--- src/rtl/core_pkg.sv ---
// Shared definitions for the MEM stage: access-size codes, FSM states,
// the latched access context and the alignment rule.
package core_pkg;

    localparam int unsigned XLEN  = 32;
    localparam int unsigned REG_W = 5;
    localparam int unsigned F3_W_ = 3;

    localparam logic [2:0] F3_B  = 3'b000;
    localparam logic [2:0] F3_H  = 3'b001;
    localparam logic [2:0] F3_W  = 3'b010;
    localparam logic [2:0] F3_BU = 3'b100;
    localparam logic [2:0] F3_HU = 3'b101;

    typedef enum logic {
        ST_IDLE   = 1'b0,
        ST_ACCESS = 1'b1
    } state_t;

    // Everything needed at completion time, captured when the access issues.
    typedef struct packed {
        logic [F3_W_-1:0] funct3;
        logic [1:0]       addr_lo;
        logic [REG_W-1:0] rd;
        logic             memtoreg;
        logic             regwrite;
        logic             we;
        logic [XLEN-1:0]  alu;
    } mem_ctx_t;

    // Unknown size codes count as misaligned so they never reach memory.
    function automatic logic misaligned(input logic [2:0] funct3, input logic [1:0] addr_lo);
        logic bad;
        case (funct3)
            F3_B, F3_BU: bad = 1'b0;
            F3_H, F3_HU: bad = addr_lo[0];
            F3_W:        bad = (addr_lo != 2'b00);
            default:     bad = 1'b1;
        endcase
        return bad;
    endfunction

endpackage

--- src/rtl/mem_lane_align.sv ---
// Byte-lane steering: store data/byte enables out, load data extraction and
// sign/zero extension in.
module mem_lane_align
    import core_pkg::*;
(
    input  logic [2:0]      st_funct3,
    input  logic [1:0]      st_addr,
    input  logic [XLEN-1:0] st_data,
    output logic [3:0]      be,
    output logic [XLEN-1:0] wdata,
    input  logic [2:0]      ld_funct3,
    input  logic [1:0]      ld_addr,
    input  logic [XLEN-1:0] rdata,
    output logic [XLEN-1:0] load_data
);

    logic [7:0]  ld_byte;
    logic [15:0] ld_half;

    // Replicate narrow store data into every lane; the mask picks the live one.
    always_comb begin
        be    = 4'b0000;
        wdata = st_data;
        case (st_funct3)
            F3_B, F3_BU: begin
                be    = 4'b0001 << st_addr;
                wdata = {4{st_data[7:0]}};
            end
            F3_H, F3_HU: begin
                be    = 4'b0011 << st_addr;
                wdata = {2{st_data[15:0]}};
            end
            F3_W:    be = 4'b1111;
            default: be = 4'b0000;
        endcase
    end

    always_comb begin
        ld_byte   = 8'h00;
        ld_half   = ld_addr[1] ? rdata[31:16] : rdata[15:0];
        load_data = '0;
        case (ld_addr)
            2'd0:    ld_byte = rdata[7:0];
            2'd1:    ld_byte = rdata[15:8];
            2'd2:    ld_byte = rdata[23:16];
            default: ld_byte = rdata[31:24];
        endcase
        case (ld_funct3)
            F3_B:    load_data = {{24{ld_byte[7]}}, ld_byte};
            F3_BU:   load_data = {24'd0, ld_byte};
            F3_H:    load_data = {{16{ld_half[15]}}, ld_half};
            F3_HU:   load_data = {16'd0, ld_half};
            F3_W:    load_data = rdata;
            default: load_data = '0;
        endcase
    end

endmodule

--- src/rtl/mem_access_stage.sv ---
// MEM pipeline stage: branch resolve, handshaked data-memory access with
// timeout, upstream stall and MEM/WB register.
module mem_access_stage
    import core_pkg::*;
#(
    parameter int unsigned TIMEOUT_CYCLES = 16,
    parameter int unsigned CNT_W          = 5
) (
    input  logic             clk,
    input  logic             rst_n,
    input  logic             Ctl_MemtoReg_in,
    input  logic             Ctl_RegWrite_in,
    input  logic             Ctl_MemRead_in,
    input  logic             Ctl_MemWrite_in,
    input  logic             Ctl_Branch_in,
    input  logic             Zero_in,
    input  logic [4:0]       Rd_in,
    input  logic [2:0]       funct3_in,
    input  logic [31:0]      ALUresult_in,
    input  logic [31:0]      PCimm_in,
    input  logic [31:0]      ReadData2_in,
    output logic             PCSrc_out,
    output logic [31:0]      PCimm_out,
    output logic             stall_out,
    output logic             dmem_req,
    output logic             dmem_we,
    output logic [31:0]      dmem_addr,
    output logic [31:0]      dmem_wdata,
    output logic [3:0]       dmem_be,
    input  logic             dmem_ready,
    input  logic [31:0]      dmem_rdata,
    output logic             Ctl_MemtoReg_out,
    output logic             Ctl_RegWrite_out,
    output logic [4:0]       Rd_out,
    output logic [31:0]      ALUresult_out,
    output logic [31:0]      ReadData_out,
    output logic             err_out
);

    state_t           state, state_d;
    logic [CNT_W-1:0] cnt, cnt_d;
    mem_ctx_t         ctx, ctx_d;

    logic        req_d, we_d;
    logic [31:0] addr_d, wdata_d;
    logic [3:0]  be_d;
    logic        memtoreg_d, regwrite_d, err_d;
    logic [4:0]  rd_d;
    logic [31:0] alu_d, rdata_d;

    logic        mem_op, bad_align, timeout_hit;
    logic [3:0]  st_be;
    logic [31:0] st_wdata, ld_data;

    assign PCSrc_out   = Ctl_Branch_in & Zero_in;
    assign PCimm_out   = PCimm_in;
    assign mem_op      = Ctl_MemRead_in | Ctl_MemWrite_in;
    assign bad_align   = misaligned(funct3_in, ALUresult_in[1:0]);
    assign timeout_hit = (cnt == CNT_W'(TIMEOUT_CYCLES - 1));

    mem_lane_align u_align (
        .st_funct3 (funct3_in),
        .st_addr   (ALUresult_in[1:0]),
        .st_data   (ReadData2_in),
        .be        (st_be),
        .wdata     (st_wdata),
        .ld_funct3 (ctx.funct3),
        .ld_addr   (ctx.addr_lo),
        .rdata     (dmem_rdata),
        .load_data (ld_data)
    );

    always_ff @(posedge clk or negedge rst_n) begin
        if (!rst_n) begin
            state            <= ST_IDLE;
            cnt              <= '0;
            ctx              <= '0;
            dmem_req         <= 1'b0;
            dmem_we          <= 1'b0;
            dmem_addr        <= '0;
            dmem_wdata       <= '0;
            dmem_be          <= '0;
            Ctl_MemtoReg_out <= 1'b0;
            Ctl_RegWrite_out <= 1'b0;
            Rd_out           <= '0;
            ALUresult_out    <= '0;
            ReadData_out     <= '0;
            err_out          <= 1'b0;
        end else begin
            state            <= state_d;
            cnt              <= cnt_d;
            ctx              <= ctx_d;
            dmem_req         <= req_d;
            dmem_we          <= we_d;
            dmem_addr        <= addr_d;
            dmem_wdata       <= wdata_d;
            dmem_be          <= be_d;
            Ctl_MemtoReg_out <= memtoreg_d;
            Ctl_RegWrite_out <= regwrite_d;
            Rd_out           <= rd_d;
            ALUresult_out    <= alu_d;
            ReadData_out     <= rdata_d;
            err_out          <= err_d;
        end
    end

    // Next state, memory port, MEM/WB payload; MEM/WB defaults to a bubble.
    always_comb begin
        state_d    = state;
        cnt_d      = cnt;
        ctx_d      = ctx;
        req_d      = dmem_req;
        we_d       = dmem_we;
        addr_d     = dmem_addr;
        wdata_d    = dmem_wdata;
        be_d       = dmem_be;
        memtoreg_d = 1'b0;
        regwrite_d = 1'b0;
        rd_d       = '0;
        alu_d      = '0;
        rdata_d    = '0;
        err_d      = 1'b0;
        stall_out  = 1'b0;

        case (state)
            ST_IDLE: begin
                if (!mem_op) begin
                    memtoreg_d = Ctl_MemtoReg_in;
                    regwrite_d = Ctl_RegWrite_in;
                    rd_d       = Rd_in;
                    alu_d      = ALUresult_in;
                end else if (bad_align) begin
                    err_d = 1'b1;
                end else begin
                    stall_out = 1'b1;
                    state_d   = ST_ACCESS;
                    cnt_d     = '0;
                    req_d     = 1'b1;
                    // Read+write together is illegal: perform the read, flag it.
                    we_d      = Ctl_MemWrite_in & ~Ctl_MemRead_in;
                    err_d     = Ctl_MemWrite_in & Ctl_MemRead_in;
                    addr_d    = {ALUresult_in[31:2], 2'b00};
                    be_d      = st_be;
                    wdata_d   = st_wdata;
                    ctx_d     = '{funct3:   funct3_in,
                                  addr_lo:  ALUresult_in[1:0],
                                  rd:       Rd_in,
                                  memtoreg: Ctl_MemtoReg_in,
                                  regwrite: Ctl_RegWrite_in,
                                  we:       Ctl_MemWrite_in & ~Ctl_MemRead_in,
                                  alu:      ALUresult_in};
                end
            end
            ST_ACCESS: begin
                if (dmem_ready) begin
                    state_d    = ST_IDLE;
                    req_d      = 1'b0;
                    we_d       = 1'b0;
                    memtoreg_d = ctx.memtoreg;
                    regwrite_d = ctx.regwrite;
                    rd_d       = ctx.rd;
                    alu_d      = ctx.alu;
                    rdata_d    = ctx.we ? 32'd0 : ld_data;
                end else if (timeout_hit) begin
                    state_d = ST_IDLE;
                    req_d   = 1'b0;
                    we_d    = 1'b0;
                    err_d   = 1'b1;
                end else begin
                    stall_out = 1'b1;
                    cnt_d     = cnt + CNT_W'(1);
                end
            end
            default: state_d = ST_IDLE;
        endcase
    end

endmodule
--- config.mk ---
export PLATFORM = sky130hd
export DESIGN_NAME = mem_access_stage
export DESIGN_NICKNAME = d
export VERILOG_FILES = /design/src/rtl/core_pkg.sv /design/src/rtl/mem_lane_align.sv /design/src/rtl/mem_access_stage.sv
export SDC_FILE = /design/constraint.sdc
export NUM_CORES = 1
export LEC_CHECK = 0
export BUFFER_PORTS_ARGS = -buffer_cell sky130_fd_sc_hd__buf_4
export CORE_ASPECT_RATIO = 2
export CORE_UTILIZATION = 47
export DETAILED_ROUTE_END_ITERATION = 16
export PLACE_DENSITY = 0.89
export SKIP_LAST_GASP = 1
export SYNTH_ARGS = -nofsm -noshare
export SYNTH_HDL_FRONTEND = slang
export SYNTH_SLANG_ARGS = --single-unit
--- constraint.sdc ---
create_clock -name clk -period 2.6 [get_ports clk]
set_input_delay 0.26 -clock clk [delete_from_list [all_inputs] [get_ports clk]]
set_output_delay 0.26 -clock clk [all_outputs]
set_load 0.005 [all_outputs]
---- Word-level counts from Yosys, hierarchy flattened ----
Index checks and enable logic that the tools add are counted.
operators by class
  add/sub/neg operators ................... 1
  equality and inequality tests ........... 16
  shift operators ......................... 2
  muxes and demuxes ....................... 44
  bitwise gates (word level) .............. 7
  reduce and logical (&&, ||, !) cells .... 9
operator list
  kind                                                                     number
  32-bit 2-to-1 mux                                                        5
  32-bit one-hot mux with 5 select lines                                   1
  32-bit one-hot mux with 2 select lines                                   2
  5-bit 2-to-1 mux                                                         6
  8-bit one-hot mux with 3 select lines                                    1
  5-bit one-hot mux with 2 select lines                                    2
  1-bit 2-to-1 mux                                                         18
  16-bit 2-to-1 mux                                                        1
  3-bit equality test, second input constant                               4
  1-bit one-hot mux with 2 select lines                                    6
  4-bit one-hot mux with 3 select lines                                    1
  2-bit inequality test, second input constant                             4
  3-bit by 1-bit equality test with 1-bit output, second input constant    2
  3-bit by 2-bit equality test with 1-bit output, second input constant    2
  3-bit logical NOT                                                        2
  3-bit AND reduction                                                      2
  5-bit by 1-bit adder with 5-bit output, second input constant            1
  5-bit by 4-bit equality test with 1-bit output, second input constant    1
  4-bit AND reduction                                                      1
  2-bit OR reduction                                                       2
  1-bit by 2-bit left shift with 4-bit output, first input constant        1
  2-bit by 2-bit left shift with 4-bit output, first input constant        1
  1-bit AND                                                                3
  3-bit by 2-bit inequality test with 1-bit output, second input constant  1
  7 further kinds                                                          9
word-level totals
  register bits after elaboration ......... 191
  output and inout bits ................... 176
  word-level logic and storage cells ...... 99

---- Depth between registers and ports, before layout ----
  depth in word-level cells ............... 6
  depth in mapped cells ................... 7
  mapped depth without buffers ............ 6

---- Modules after synthesis ----
Synthesis repeated with hierarchy kept, for this count alone.
unflattened totals
  cells, all modules ...................... 640
  area, all modules ....................... 7816.2 um2
by module, submodules not included
  module            instances  cells an instance  area an instance (um2)  sequential area each (um2)
  mem_access_stage  1          444                6307.3                  3978.8
  mem_lane_align    1          196                1508.9                  0.0

---- Worst setup path after synthesis ----
OpenSTA, ideal clock, no wires.
  path kind ............................... input to register
  start point ............................. input port funct3_in[0]
  end point ............................... register dmem_be[2]
  library setup time ...................... 125 ps
  data arrival time ....................... 1922 ps
  data required time ...................... 2475 ps
  setup slack ............................. 554 ps
  stages on the path ...................... 6
  cells stage by stage .................... clkbuf_1 or4_1 buf_2 a211oi_4 buf_4 mux2_2
on the way
  longest elaborated chain between the ends .. 5
  elaborated cells between the ends (all ways) .. 11
RTL lines
  item                                                                          RTL line                              source
  start: declaration                                                            mem_access_stage.sv:18                input logic [2:0] funct3_in,
  3-bit by 1-bit equality test with 1-bit output, or another cell as far along  core_pkg.sv:34, mem_lane_align.sv:24
  2-bit OR reduction                                                            core_pkg.sv:34, mem_lane_align.sv:24
  1-bit one-hot mux with 3 select lines                                         core_pkg.sv:34                        case (funct3)
  1-bit inverter (no line)                                                      n/a
  3-bit AND reduction (no line)                                                 n/a
  end signal: assignment                                                        mem_access_stage.sv:82                dmem_be <= '0;
  end signal: assignment                                                        mem_access_stage.sv:97                dmem_be <= be_d;
  end: declaration                                                              mem_access_stage.sv:29                output logic [3:0] dmem_be,
Parallel ways exist; a longest one is shown, timed or not.
A chain may end at the register's enable or synchronous reset.

---- Worst setup path after layout ----
  start point ............................. register cnt[0]
  end point ............................... output port stall_out
on the way
  longest elaborated chain between the ends .. 4
RTL lines
  item                                            RTL line                 source
  start: declaration                              mem_access_stage.sv:41   logic [CNT_W-1:0] cnt, cnt_d;
  start signal: assignment                        mem_access_stage.sv:91   cnt <= cnt_d;
  5-bit by 4-bit equality test with 1-bit output  mem_access_stage.sv:59   assign timeout_hit = (cnt == CNT_W'(TIMEOUT_CYCLES - 1));
  1-bit 2-to-1 mux                                mem_access_stage.sv:164  end else if (timeout_hit) begin
  1-bit 2-to-1 mux                                mem_access_stage.sv:155  if (dmem_ready) begin
  1-bit one-hot mux with 2 select lines           mem_access_stage.sv:125  case (state)
  end: declaration                                mem_access_stage.sv:24   output logic stall_out,
No other way between the ends.

==> tab_implementation.tex <==
\begin{tabular}{lr}
\hline
Metric & Value \\
\hline
\multicolumn{2}{l}{\textbf{Clocking}} \\
\quad TritonCTS clock tree & built \\
\quad Insertion delay of the later-clocked pin in the worst-skew pair & 420 ps \\
\quad Clk sink count & 159 \\
\quad Clock tree root driver cell & sky130\_fd\_sc\_hd\_\_clkbuf\_16 \\
\quad Maximum number of buffers from clock root to sink & 2 \\
\quad Worst-path clk slew & 70 ps \\
\quad Clock buffer count from CTS & 17 \\
\quad Setup Buffers After CTS & 0 \\
\quad Maximum level of the CTS H-tree & 4 \\
\multicolumn{2}{l}{\textbf{Cells and area}} \\
\quad Most frequent cells in the layout & sky130\_fd\_sc\_hd\_\_buf\_4 (263), sky130\_fd\_sc\_hd\_\_dfrtp\_1 (159), sky130\_fd\_sc\_hd\_\_mux2\_2 (60) \\
\quad Final standard cell area without fillers & about 9800 µm² \\
\quad Share of cells above drive strength 1 & between 50\% and 60\% \\
\quad Commonest non-fill, non-tap cell in the layout & sky130\_fd\_sc\_hd\_\_buf\_4 \\
\quad Growth of design area from synthesis to finish & 29.7\% \\
\quad Antenna Diode Count & 0 \\
\quad Utilization after layout & a little over 60\% \\
\quad Post-layout nets & 914 \\
\multicolumn{2}{l}{\textbf{Floorplanning}} \\
\quad Floorplan die width & 91.7 µm \\
\quad Number of placement rows & 65 \\
\quad Starting density of the core & 48.0\% \\
\quad Area of the die & about 17,000 µm² \\
\quad Overall die height & 181 µm \\
\quad Count of boundary I/O pins & $\sim$320 \\
\quad Floorplan Core Area & 15,800 µm² \\
\multicolumn{2}{l}{\textbf{Timing}} \\
\quad Final setup fails & 0 \\
\quad RSZ-0062 raised after global routing & false \\
\quad Accumulated negative setup slack & 0 ps \\
\quad Pins over their slew limit & 0 \\
\quad Final hold violation count & 0 \\
\quad Final min period & between 2000 and 2500 ps \\
\quad Fraction of the cycle the final worst path needs & 90.7\% \\
\quad Final clock skew & between 7 and 8 ps \\
\quad Worst slew pin tran & 651 ps \\
\quad Headroom to the max-slew limit & 56.6\% \\
\quad Maximum clock rate & 424 MHz \\
\multicolumn{2}{l}{\textbf{Hold path}} \\
\quad Class of the most critical hold timing path & primary input to register \\
\multicolumn{2}{l}{\textbf{Logic synthesis}} \\
\quad Synthesis warning total & 0 \\
\quad Sequential area share after synthesis & 52.6\% \\
\quad Primary FF master, synth & sky130\_fd\_sc\_hd\_\_dfrtp\_1 \\
\quad Mapped Avg Cell Area & 13.0 µm² \\
\quad Register bit count reported by yosys & 159 \\
\quad Post-synth design cell area & 7570 µm² \\
\quad Number of enable flip-flop cells after synthesis & 0 \\
\quad Proportion of register bits with asynchronous set or reset after synthesis & 100\% \\
\quad Post-synthesis cell count & 581 \\
\quad Synth cell types & 44 \\
\multicolumn{2}{l}{\textbf{Pwr}} \\
\quad Power density over cell area & 820 nW/µm² \\
\quad Static leakage power & a little under 0.005 µW \\
\quad Maximum vdd ir drop & 600 µV \\
\multicolumn{2}{l}{\textbf{Routing}} \\
\quad Number of detailed-routing iterations run before antenna repair & 4 \\
\quad Vias per inst & 5.40 \\
\quad Antenna Nets Post-Route & 0 \\
\quad Count of unresolved DRC violations after routing & 0 \\
\quad Via count & around 5,300 \\
\quad Wire length after detailed routing & 19,600 µm \\
\quad Avg WL per Cell & 20.0 µm \\
\quad Iter 0 DRT Violations & 219 \\
\multicolumn{2}{l}{\textbf{Status}} \\
\quad Outcome & finished clean \\
\multicolumn{2}{l}{\textbf{Worst setup path}} \\
\quad Crit path launch type & register \\
\quad Crit path depth & 6 \\
\quad Ordered cell list for the critical path & ha\_1 -> and3\_1 -> ha\_1 -> or3b\_4 -> nand2\_1 -> buf\_4 \\
\quad CP Buf/Inv Count & 1 \\
\quad Source of the worst register-to-register timing path & cnt[0] \\
\quad Endpoint of the lowest-slack register-to-register path & cnt[3] \\
\quad Data arrival, critical path & 2100 ps \\
\quad Timing endpoint of the critical path & stall\_out \\
\quad Most Frequent Cell on Critical Path & sky130\_fd\_sc\_hd\_\_ha\_1 \\
\quad Type of the worst setup path & register to primary output \\
\quad Crit path capture type & primary output \\
\quad R2r worst-path depth & 6 \\
\quad Critical path data required time & approximately 2300 ps \\
\quad Startpoint of the worst setup timing path & cnt[0] \\
\quad R2R Setup Slk & 580 ps \\
\quad Largest stage delay on the critical path & around 450 ps \\
\quad Max FO, Critical Path & 13 \\
\quad Delay-heaviest family, CP & simple AND/OR/NAND/NOR gates \\
\quad Cell with the biggest individual delay on the critical path & sky130\_fd\_sc\_hd\_\_or3b\_4 \\
\multicolumn{2}{l}{\textbf{Placed design}} \\
\quad Total half-perimeter wirelength after legalization and detailed placement & about 14,000 µm \\
\quad Placed inst area & between 9000 and 10,000 µm² \\
\quad Routability-driven placement congestion ratio & 0.843 \\
\quad Number of buffers inserted by port buffering & 254 \\
\multicolumn{2}{l}{\textbf{Job}} \\
\quad Max-capacitance violation count & 0 \\
\multicolumn{2}{l}{\textbf{GRT}} \\
\quad Grt total ovfl & 0 \\
\quad Antenna violations before repair & 0 \\
\quad Wire length of the first global-routing pass & 29,800 µm \\
\quad Via count of the first global-routing pass & 5,392 \\
\quad Pin count of the biggest net entering global routing & between 60 and 70 \\
\quad Total GRT Usage & a little under a quarter \\
\hline
\end{tabular}
## through the flow
step,cells,hold slack [ps],power (µW),worst slack (ps)
after detailed placement,948,311,5640,356
after CTS,981,43.1,8120,80.2
final,981,63.5,8050,243
after global placement,948,303,5560,385
after floorplan,582,-35.6,4670,554
after global routing,981,50.3,8430,123
## cell usage after synthesis, types with 2 or more instances
| library cell | number | area [µm²] |
|---|---|---|
| sky130_fd_sc_hd__buf_4 | 67 | 503 |
| sky130_fd_sc_hd__buf_1 | 3 | 11.3 |
| sky130_fd_sc_hd__or3b_2 | 2 | 17.5 |
| sky130_fd_sc_hd__a22o_1 | 39 | 342 |
| sky130_fd_sc_hd__and2_1 | 2 | 12.5 |
| sky130_fd_sc_hd__a2bb2oi_1 | 2 | 17.5 |
| sky130_fd_sc_hd__inv_1 | 5 | 18.8 |
| sky130_fd_sc_hd__nand3b_1 | 4 | 30.0 |
| sky130_fd_sc_hd__a21oi_1 | 37 | 185 |
| sky130_fd_sc_hd__a21o_1 | 2 | 15.0 |
| sky130_fd_sc_hd__buf_6 | 6 | 67.6 |
| sky130_fd_sc_hd__a22oi_1 | 16 | 120 |
| sky130_fd_sc_hd__dfrtp_1 | 159 | 3980 |
| sky130_fd_sc_hd__nor2_1 | 4 | 15.0 |
| sky130_fd_sc_hd__mux2_2 | 60 | 676 |
| sky130_fd_sc_hd__or2_2 | 2 | 12.5 |
| sky130_fd_sc_hd__nand2_1 | 36 | 135 |
| sky130_fd_sc_hd__mux2_4 | 49 | 736 |
| sky130_fd_sc_hd__ha_1 | 2 | 25.0 |
| sky130_fd_sc_hd__o22ai_1 | 2 | 12.5 |
| sky130_fd_sc_hd__o21ai_0 | 12 | 60.1 |
| sky130_fd_sc_hd__mux2i_1 | 9 | 90.1 |
| sky130_fd_sc_hd__or3_1 | 4 | 25.0 |
| sky130_fd_sc_hd__clkbuf_1 | 26 | 97.6 |
| sky130_fd_sc_hd__a211o_1 | 2 | 17.5 |
| sky130_fd_sc_hd__o31ai_1 | 4 | 30.0 |
| sky130_fd_sc_hd__mux4_2 | 8 | 180 |
## logic make-up after synthesis
group,Yosys count,synth area share (%)
other cells,1,0.0496
compound gates,122,11.4
flops,159,52.6
fa+ha+maj,2,0.331
simple gates,63,4.13
buf+inv,108,9.29
mux,126,22.2
## routing by layer
layer  up-vias  track usage, %  wire length [µm]
met5         -               0                 0
met4         0            17.6              1360
met3        76            4.82              1050
met2       225            40.0             10300
met1      2605            26.9              6970
li1       2395               -                 -
## registers in the layout (all words and copies together), names as in the netlist, 4 cells and up
register       flops
ALUresult_out     32
ctx               43
dmem_wdata        32
dmem_be            4
ReadData_out      32
cnt                5
Rd_out             5
## final cells by class
class	instances	area, µm²
clock inverter	13	128
fill	1228	5960
tap	201	251
timing repair buffer	269	2080
inverter	5	18.8
clock buffer	19	453
multi-input combinational	315	2910
sequential	159	3980
## where the power goes
part	switching [µW]	internal, µW	leakage [µW]	total (µW)
Sequential	391	2960	0.00201	3350
Clock	1070	1390	0.000283	2460
Combinational	851	1390	0.00256	2240
## worst min path at each step
stage                        start                to  slack (ps)  cells after the start
floorplan                    rst_n  ALUresult_out[0]         -40                      0
global placement             rst_n  ReadData_out[23]         300                      1
CTS                 Ctl_MemRead_in           ctx[32]          40                      2
detailed placement           rst_n  ReadData_out[29]         310                      1
finish                    Rd_in[1]         Rd_out[1]          60                      2
global route        Ctl_MemRead_in           ctx[32]          50                      2
## repair_timing
action	4_1_cts	5_1_grt
hold endpoints to repair	63	0
setup endpoints to repair	0	1
hold buffers	1	0
gates resized for setup	0	1
## worst reg2reg max path, delay by kind of cell (launching register included)
kind	cells	cell delay, ps
simple gates	3	990
flops	1	400
fa+ha+maj	2	400
compound gates	1	150
Note: power is estimated with default switching activity, not from simulation.
